<file path="config.mk">
export PLATFORM = sky130hd
export DESIGN_NAME = nmi_sched_flat
export DESIGN_NICKNAME = d
export VERILOG_FILES = /design/src/rtl/nmi_pkg.sv /design/src/rtl/nmi_sched_if.sv /design/src/rtl/nmi_sched_prio_sel.sv /design/src/rtl/nmi_sched.sv /design/src/flat_wrapper.sv
export SDC_FILE = /design/constraint.sdc
export NUM_CORES = 1
export LEC_CHECK = 0
export ABC_AREA = 1
export CORE_UTILIZATION = 50
export CTS_CLUSTER_DIAMETER = 80
export CTS_CLUSTER_SIZE = 28
export DETAILED_ROUTE_END_ITERATION = 8
export GPL_TIMING_DRIVEN = 0
export MAX_ROUTING_LAYER = met4
export PLACE_DENSITY = 0.86
export SYNTH_ARGS = -nofsm -noshare
export SYNTH_HDL_FRONTEND = slang
export SYNTH_SLANG_ARGS = --single-unit
</file>
<file path="constraint.sdc">
create_clock -name fclk -period 1.6 [get_ports fclk]
set_input_delay 0.32 -clock fclk [delete_from_list [all_inputs] [get_ports fclk]]
set_output_delay 0.32 -clock fclk [all_outputs]
set_load 0.03 [all_outputs]
</file>
<file path="src/rtl/nmi_pkg.sv">
// Shared definitions for the NMI request scheduler: source indices, state
// encoding, strobe payload and small helpers.
package nmi_pkg;

  localparam int unsigned NMI_SRCS      = 4;
  localparam int unsigned NMI_SRC_WDOG  = 0;
  localparam int unsigned NMI_SRC_PORT  = 1;
  localparam int unsigned NMI_SRC_MAGIC = 2;
  localparam int unsigned NMI_SRC_BRK   = 3;

  localparam int unsigned CNT_W      = 4;
  localparam int unsigned CNT_MAX    = 15;
  localparam int unsigned ARM_CYCLES = 2;
  localparam int unsigned ARM_W      = 1;

  typedef enum logic [2:0] {
    ST_IDLE       = 3'd0,
    ST_ARM        = 3'd1,
    ST_WAIT_ENTRY = 3'd2,
    ST_ACTIVE     = 3'd3,
    ST_HOLDOFF    = 3'd4
  } nmi_state_e;

  // Strobe lines towards the Z80 NMI generator.
  typedef struct packed {
    logic       imm;
    logic [1:0] set;
  } nmi_strobe_t;

  // Map a one-hot source onto the generator strobe that serves it.
  function automatic nmi_strobe_t strobe_for(input logic [NMI_SRCS-1:0] grant);
    nmi_strobe_t s;
    s        = '0;
    s.imm    = grant[NMI_SRC_BRK];
    s.set[0] = grant[NMI_SRC_MAGIC];
    s.set[1] = grant[NMI_SRC_PORT] | grant[NMI_SRC_WDOG];
    return s;
  endfunction

  function automatic logic [CNT_W-1:0] cnt_inc(input logic [CNT_W-1:0] c);
    return (c == CNT_W'(CNT_MAX)) ? c : c + CNT_W'(1);
  endfunction

endpackage

</file>
<file path="src/rtl/nmi_sched_if.sv">
// Request/strobe/status bundle between the NMI sources, the scheduler and
// the NMI generator.
interface nmi_sched_if;
  import nmi_pkg::*;

  logic                req_brk;
  logic                req_magic;
  logic                req_port;
  logic                req_wdog;
  logic                int_start;
  logic                in_nmi;
  logic                cause_rd;
  logic [1:0]          set_nmi;
  logic                imm_nmi;
  logic [NMI_SRCS-1:0] cause;
  logic [NMI_SRCS-1:0] pending;
  logic                busy;
  logic                entry_fail;

  modport master (
    output req_brk, req_magic, req_port, req_wdog, int_start, in_nmi, cause_rd,
    input  set_nmi, imm_nmi, cause, pending, busy, entry_fail
  );

  modport slave (
    input  req_brk, req_magic, req_port, req_wdog, int_start, in_nmi, cause_rd,
    output set_nmi, imm_nmi, cause, pending, busy, entry_fail
  );

endinterface

</file>
<file path="src/rtl/nmi_sched_prio_sel.sv">
// Combinational fixed-priority selector (brk > magic > port > wdog), one-hot
// out, all-zero when nothing is requested.
module nmi_prio_sel
  import nmi_pkg::*;
(
  input  logic [NMI_SRCS-1:0] req,
  output logic [NMI_SRCS-1:0] grant_c
);

  always_comb begin
    grant_c = '0;
    if (req[NMI_SRC_BRK])        grant_c[NMI_SRC_BRK]   = 1'b1;
    else if (req[NMI_SRC_MAGIC]) grant_c[NMI_SRC_MAGIC] = 1'b1;
    else if (req[NMI_SRC_PORT])  grant_c[NMI_SRC_PORT]  = 1'b1;
    else if (req[NMI_SRC_WDOG])  grant_c[NMI_SRC_WDOG]  = 1'b1;
  end

endmodule

</file>
<file path="src/rtl/nmi_sched.sv">
// NMI request scheduler: latches source requests, dispatches the highest
// priority one as a generator strobe and tracks NMI entry/exit with hold-off.
module nmi_sched
  import nmi_pkg::*;
#(
  parameter int unsigned ENTRY_TIMEOUT  = 3,
  parameter int unsigned HOLDOFF_FRAMES = 2
) (
  input  logic        fclk,
  input  logic        rst_n,
  nmi_sched_if.slave  bus
);

  nmi_state_e          state_q, state_n;
  logic [NMI_SRCS-1:0] pend_q, pend_n, pend_clr;
  logic [NMI_SRCS-1:0] cause_q, cause_n;
  logic [NMI_SRCS-1:0] req_vec_c, grant_c;
  logic [CNT_W-1:0]    cnt_q, cnt_n;
  logic [ARM_W-1:0]    arm_q, arm_n;
  nmi_strobe_t         stb_q, stb_n;
  logic                fail_q, fail_n;
  logic                busy_q;
  logic                in_nmi_d;
  logic                nmi_rise, nmi_fall;

  assign req_vec_c = {bus.req_brk, bus.req_magic, bus.req_port, bus.req_wdog};
  assign nmi_rise  = bus.in_nmi & ~in_nmi_d;
  assign nmi_fall  = ~bus.in_nmi & in_nmi_d;

  nmi_prio_sel u_prio_sel (
    .req     (pend_q),
    .grant_c (grant_c)
  );

  // State, counters, payload and registered outputs.
  always_ff @(posedge fclk or negedge rst_n) begin
    if (!rst_n) begin
      state_q  <= ST_IDLE;
      pend_q   <= '0;
      cause_q  <= '0;
      cnt_q    <= '0;
      arm_q    <= '0;
      stb_q    <= '0;
      fail_q   <= 1'b0;
      busy_q   <= 1'b0;
      in_nmi_d <= 1'b0;
    end else begin
      state_q  <= state_n;
      pend_q   <= pend_n;
      cause_q  <= cause_n;
      cnt_q    <= cnt_n;
      arm_q    <= arm_n;
      stb_q    <= stb_n;
      fail_q   <= fail_n;
      busy_q   <= (state_n != ST_IDLE);
      in_nmi_d <= bus.in_nmi;
    end
  end

  // Next-state and payload decisions.
  always_comb begin
    state_n  = state_q;
    pend_clr = '0;
    cause_n  = cause_q;
    cnt_n    = cnt_q;
    arm_n    = arm_q;
    stb_n    = '0;
    fail_n   = 1'b0;

    if (bus.cause_rd && (state_q == ST_IDLE || state_q == ST_ACTIVE ||
                         state_q == ST_HOLDOFF)) begin
      cause_n = '0;
    end

    case (state_q)
      ST_IDLE: begin
        if ((pend_q != '0) && !bus.in_nmi) begin
          state_n  = ST_ARM;
          cause_n  = grant_c;
          pend_clr = grant_c;
          arm_n    = '0;
          stb_n    = strobe_for(grant_c);
        end
      end
      ST_ARM: begin
        if (arm_q == ARM_W'(ARM_CYCLES - 1)) begin
          state_n = ST_WAIT_ENTRY;
          cnt_n   = '0;
        end else begin
          arm_n = arm_q + ARM_W'(1);
          stb_n = stb_q;
        end
      end
      ST_WAIT_ENTRY: begin
        // Entry beats a coincident frame tick.
        if (nmi_rise) begin
          state_n = ST_ACTIVE;
        end else if (bus.int_start) begin
          cnt_n = cnt_inc(cnt_q);
          if (cnt_n == CNT_W'(ENTRY_TIMEOUT)) begin
            state_n = ST_IDLE;
            fail_n  = 1'b1;
            cause_n = '0;
          end
        end
      end
      ST_ACTIVE: begin
        if (nmi_fall) begin
          state_n = ST_HOLDOFF;
          cnt_n   = '0;
        end
      end
      ST_HOLDOFF: begin
        if (HOLDOFF_FRAMES == 0) begin
          state_n = ST_IDLE;
        end else if (bus.int_start) begin
          cnt_n = cnt_inc(cnt_q);
          if (cnt_n == CNT_W'(HOLDOFF_FRAMES)) state_n = ST_IDLE;
        end
      end
      default: state_n = ST_IDLE;
    endcase

    // A new request in the dispatch-clear cycle keeps its bit set.
    pend_n = (pend_q & ~pend_clr) | req_vec_c;
  end

  assign bus.set_nmi    = stb_q.set;
  assign bus.imm_nmi    = stb_q.imm;
  assign bus.cause      = cause_q;
  assign bus.pending    = pend_q;
  assign bus.busy       = busy_q;
  assign bus.entry_fail = fail_q;

endmodule

</file>
<file path="src/flat_wrapper.sv">
// flat-port wrapper written by rule: the top's interface ports become plain ports
module nmi_sched_flat import nmi_pkg::*;
#(
  parameter int unsigned ENTRY_TIMEOUT  = 3,
  parameter int unsigned HOLDOFF_FRAMES = 2
)
  (fclk, rst_n, bus_req_brk, bus_req_magic, bus_req_port, bus_req_wdog, bus_int_start, bus_in_nmi, bus_cause_rd, bus_set_nmi, bus_imm_nmi, bus_cause, bus_pending, bus_busy, bus_entry_fail);
  nmi_sched_if bus_i ();
  input  logic fclk;
  input  logic rst_n;
  input wire logic [$bits(bus_i.req_brk)-1:0] bus_req_brk;
  input wire logic [$bits(bus_i.req_magic)-1:0] bus_req_magic;
  input wire logic [$bits(bus_i.req_port)-1:0] bus_req_port;
  input wire logic [$bits(bus_i.req_wdog)-1:0] bus_req_wdog;
  input wire logic [$bits(bus_i.int_start)-1:0] bus_int_start;
  input wire logic [$bits(bus_i.in_nmi)-1:0] bus_in_nmi;
  input wire logic [$bits(bus_i.cause_rd)-1:0] bus_cause_rd;
  output wire logic [$bits(bus_i.set_nmi)-1:0] bus_set_nmi;
  output wire logic [$bits(bus_i.imm_nmi)-1:0] bus_imm_nmi;
  output wire logic [$bits(bus_i.cause)-1:0] bus_cause;
  output wire logic [$bits(bus_i.pending)-1:0] bus_pending;
  output wire logic [$bits(bus_i.busy)-1:0] bus_busy;
  output wire logic [$bits(bus_i.entry_fail)-1:0] bus_entry_fail;
  assign bus_i.req_brk = bus_req_brk;
  assign bus_i.req_magic = bus_req_magic;
  assign bus_i.req_port = bus_req_port;
  assign bus_i.req_wdog = bus_req_wdog;
  assign bus_i.int_start = bus_int_start;
  assign bus_i.in_nmi = bus_in_nmi;
  assign bus_i.cause_rd = bus_cause_rd;
  assign bus_set_nmi = bus_i.set_nmi;
  assign bus_imm_nmi = bus_i.imm_nmi;
  assign bus_cause = bus_i.cause;
  assign bus_pending = bus_i.pending;
  assign bus_busy = bus_i.busy;
  assign bus_entry_fail = bus_i.entry_fail;
  nmi_sched #(.ENTRY_TIMEOUT(ENTRY_TIMEOUT), .HOLDOFF_FRAMES(HOLDOFF_FRAMES)) u_core (.fclk(fclk), .rst_n(rst_n), .bus(bus_i));
endmodule
</file>
==> metrics.yaml <==
max_slew_margin_pct: 32.9
ys.flop_type: "dfrtp_1"
core.rowCount: 16
top_layer: "met4"
drv_slew: 0
clkTransAtPathRegs_ns: 0.13
synth_edf_count: 0
antenna_found_initial: 0
ios: 22
fillers: 172
min_path_type: "flop to flop"
end_kind: "flop"
fmax_ghz: 0.646
clock_latency_ns: 0.31
avgSynthCellArea_um2: 7.70
htreeDepth: 1
ir_worst_vdd_mv: 0.968
grt_usage_pct: 22.7
muxShareOfSynthArea_pct: 0
reg2reg_depth: 10
synth_compound_area_share_pct: 9.83
cap_violations: 0
hpwl_mm: 1.86
status: "finished, final reports clean"
synth_top_family_by_area: "simple AND/OR/NAND/NOR gates"
hold_violations: 0
drc: 0
design.core.area_mm2: 0.00204
yosys_register_bits: 22
rrSetupSlack_ns: 0.05
worstHoldPathCells: 2
grt_pass1_wl_mm: 4.06
max-clock-path-buffers: 2
via_per_inst: 5.33
synth_xor_area_share_pct: 0
dieArea_mm2: 0.00246
min_period_ns: 1.55
synthCells: 147
crit_fanout: 4
wl_met1_mm: 1.04
netlist_area_mm2: 0.00113
placed_cell_area_mm2: 0.00138
cts_hold_buf: 0
vias: 1071
met2_length_mm: 1.36
synth-simple-area-share_pct: 33.1
worst_slack_ns: 0.0513
first_pass_iters: 4
drtIter0Drc: 33
setup_viol: 0
cts_tree: "built"
clock_sinks: 22
layout-drive-gt1-share_pct: 16.1
cts-root-buf: "clkbuf_4"
place_congestion: 0.907
ys_types: 23
cp.required_ns: 1.82
yosys_warnings: 0
syn_nets: 157
diodes: 0
synthAdderAreaFrac_pct: 1.10
design_area_mm2: 0.00146
async_flop_share_pct: 100
ys_seq_area_share_pct: 48.6
p_leak_nw: 0.767
crit_type: "flop to flop"
clock_skew_ns: 0.0121
arrival_ns: 1.77
grt_max_degree: 23
antenna_left: 0
portBuffers: 21
startpoint_type: "flop"
routed_wl_mm: 2.59
fp.dieW_um: 49.6
synthToLayoutAreaGrowth_pct: 29.2
finalCritPeriodShare_pct: 96.8
wl_met3_um: 113
numCtsBuffers: 3
start_util_pct: 55.5
fin_nets: 185
power.density_mw_per_mm2: 1610
wl_per_cell_um: 12.9
grt_pass1_vias: 968
overflow: 0
pre_cts_slack_ns: -0.119
die_h_um: 49.6
worstMarginPinSlew_ns: 1.00
==> kinds of logic (layout without fill, tap and decap cells) <==
family,count (synthesis),count (layout)
DFF,22,22
buffers and inverters,22,49
adders and majority gates,1,1
AOI/OAI and AO/OA,18,18
and+or+nand+nor,84,84
==> cell usage after synthesis (2+ instances only) <==
library cell	n	area share, %
o21ai_0	4	1.8
o21bai_1	2	1.3
o21ai_2	2	1.5
a21o_1	2	1.3
inv_2	4	1.3
nor2_2	3	1.7
nor2_1	16	5.3
nor3_2	2	1.8
nand2_1	42	14
o21ai_1	5	2.2
nand2_2	2	1.1
nand3_1	13	5.7
inv_1	18	6.0
nand4_1	2	1.1
dfrtp_1	22	49
==> layout by cell type (no fill, tap or decap) <==
cell,netlist,routed
nand3_2,1,1
nor3_2,2,2
bufinv_16,0,1
o22ai_1,1,1
clkbuf_4,0,3
inv_1,18,18
nor2_2,3,4
nand4_1,2,2
nand2_1,42,36
nand2_4,0,1
inv_2,4,4
a21oi_1,1,1
nand3b_1,1,1
nand2_2,2,7
o21ai_2,2,2
o21ai_0,4,3
o211ai_1,1,1
nand3_1,13,13
dlygate4sd2_1,0,13
o21bai_1,2,2
buf_4,0,2
nor2_1,16,15
and2_1,1,1
ha_4,0,1
dfrtp_1,22,22
clkdlybuf4s50_1,0,8
nor3_1,1,1
o21ai_1,5,6
a21o_1,2,2
==> per-stage QoR <==
stage | TNS, ns | std cells | util (%) | total power, mW | hold slack [ns]
final | 0 | 201 | 71.6 | 2.35 | 0.513
after global routing | -0.237 | 201 | 71.6 | 2.53 | 0.558
after CTS | 0 | 200 | 69.8 | 2.26 | 0.520
after detailed placement | -0.423 | 195 | 67.4 | 1.85 | 0.494
after global placement | -0.336 | 195 | 67.4 | 1.82 | 0.485
after floorplan | 0 | 147 | - | 1.54 | 0.0244
==> area by class of cell <==
cell class	count	area [um^2]	area share, %
clock buffer	3	22.5	1.54
multi-input combinational	103	534	36.5
timing repair buffer	23	209	14.3
tap	27	33.8	2.31
inverter	22	82.6	5.65
sequential	22	551	37.6
clock inverter	1	30.0	2.05
==> timing repair <==
action,4_1_cts,5_1_grt
gates resized for setup,15,9
setup endpoints to repair,18,5
setup buffers,1,1
pin swaps,0,2
==> routing by layer <==
metal  track usage (%)  vias to the layer above
met5                 -                        -
met1              26.0                      505
met4              11.0                        0
li1                  -                      525
met2              38.5                       33
met3              3.70                        8
==> registers in the layout (all words and copies together) (netlist names), 2 cells and up <==
| name | cells |
|---|---|
| u_core.cnt_q | 4 |
| u_core.state_q | 3 |
| u_core.bus.set_nmi | 2 |
| u_core.bus.pending | 4 |
| u_core.bus.cause | 4 |
==> power breakdown <==
group	total (mW)	switching, mW	internal (mW)
clock network	0.425	0.172	0.253
logic	1.12	0.743	0.381
registers	0.806	0.118	0.688
total	2.35	1.03	1.32
==> critical path, stage by stage (launching register included) <==
cell,delay [ns]
dfrtp_1,0.44
ha_4,0.18
nand3_1,0.13
nand2_2,0.11
nand3_1,0.10
nor2_1,0.12
nand2_2,0.09
nand2_4,0.08
nand2_2,0.07
nand3_1,0.07
nand2_1,0.06
==> path summary, 6_finish.rpt <==
| kind | to | from |
|---|---|---|
| max in group asynchronous | u_core.bus.imm_nmi | rst_n |
| hold reg to reg | u_core.bus.cause[3] | u_core.bus.cause[3] |
| min in group asynchronous | u_core.bus.entry_fail | rst_n |
| setup / recovery | u_core.bus.cause[1] | u_core.cnt_q[1] |
| setup reg to reg | u_core.bus.cause[1] | u_core.cnt_q[1] |
| hold / removal | u_core.bus.cause[3] | u_core.bus.cause[3] |
Power figures use the tool's default switching activity.
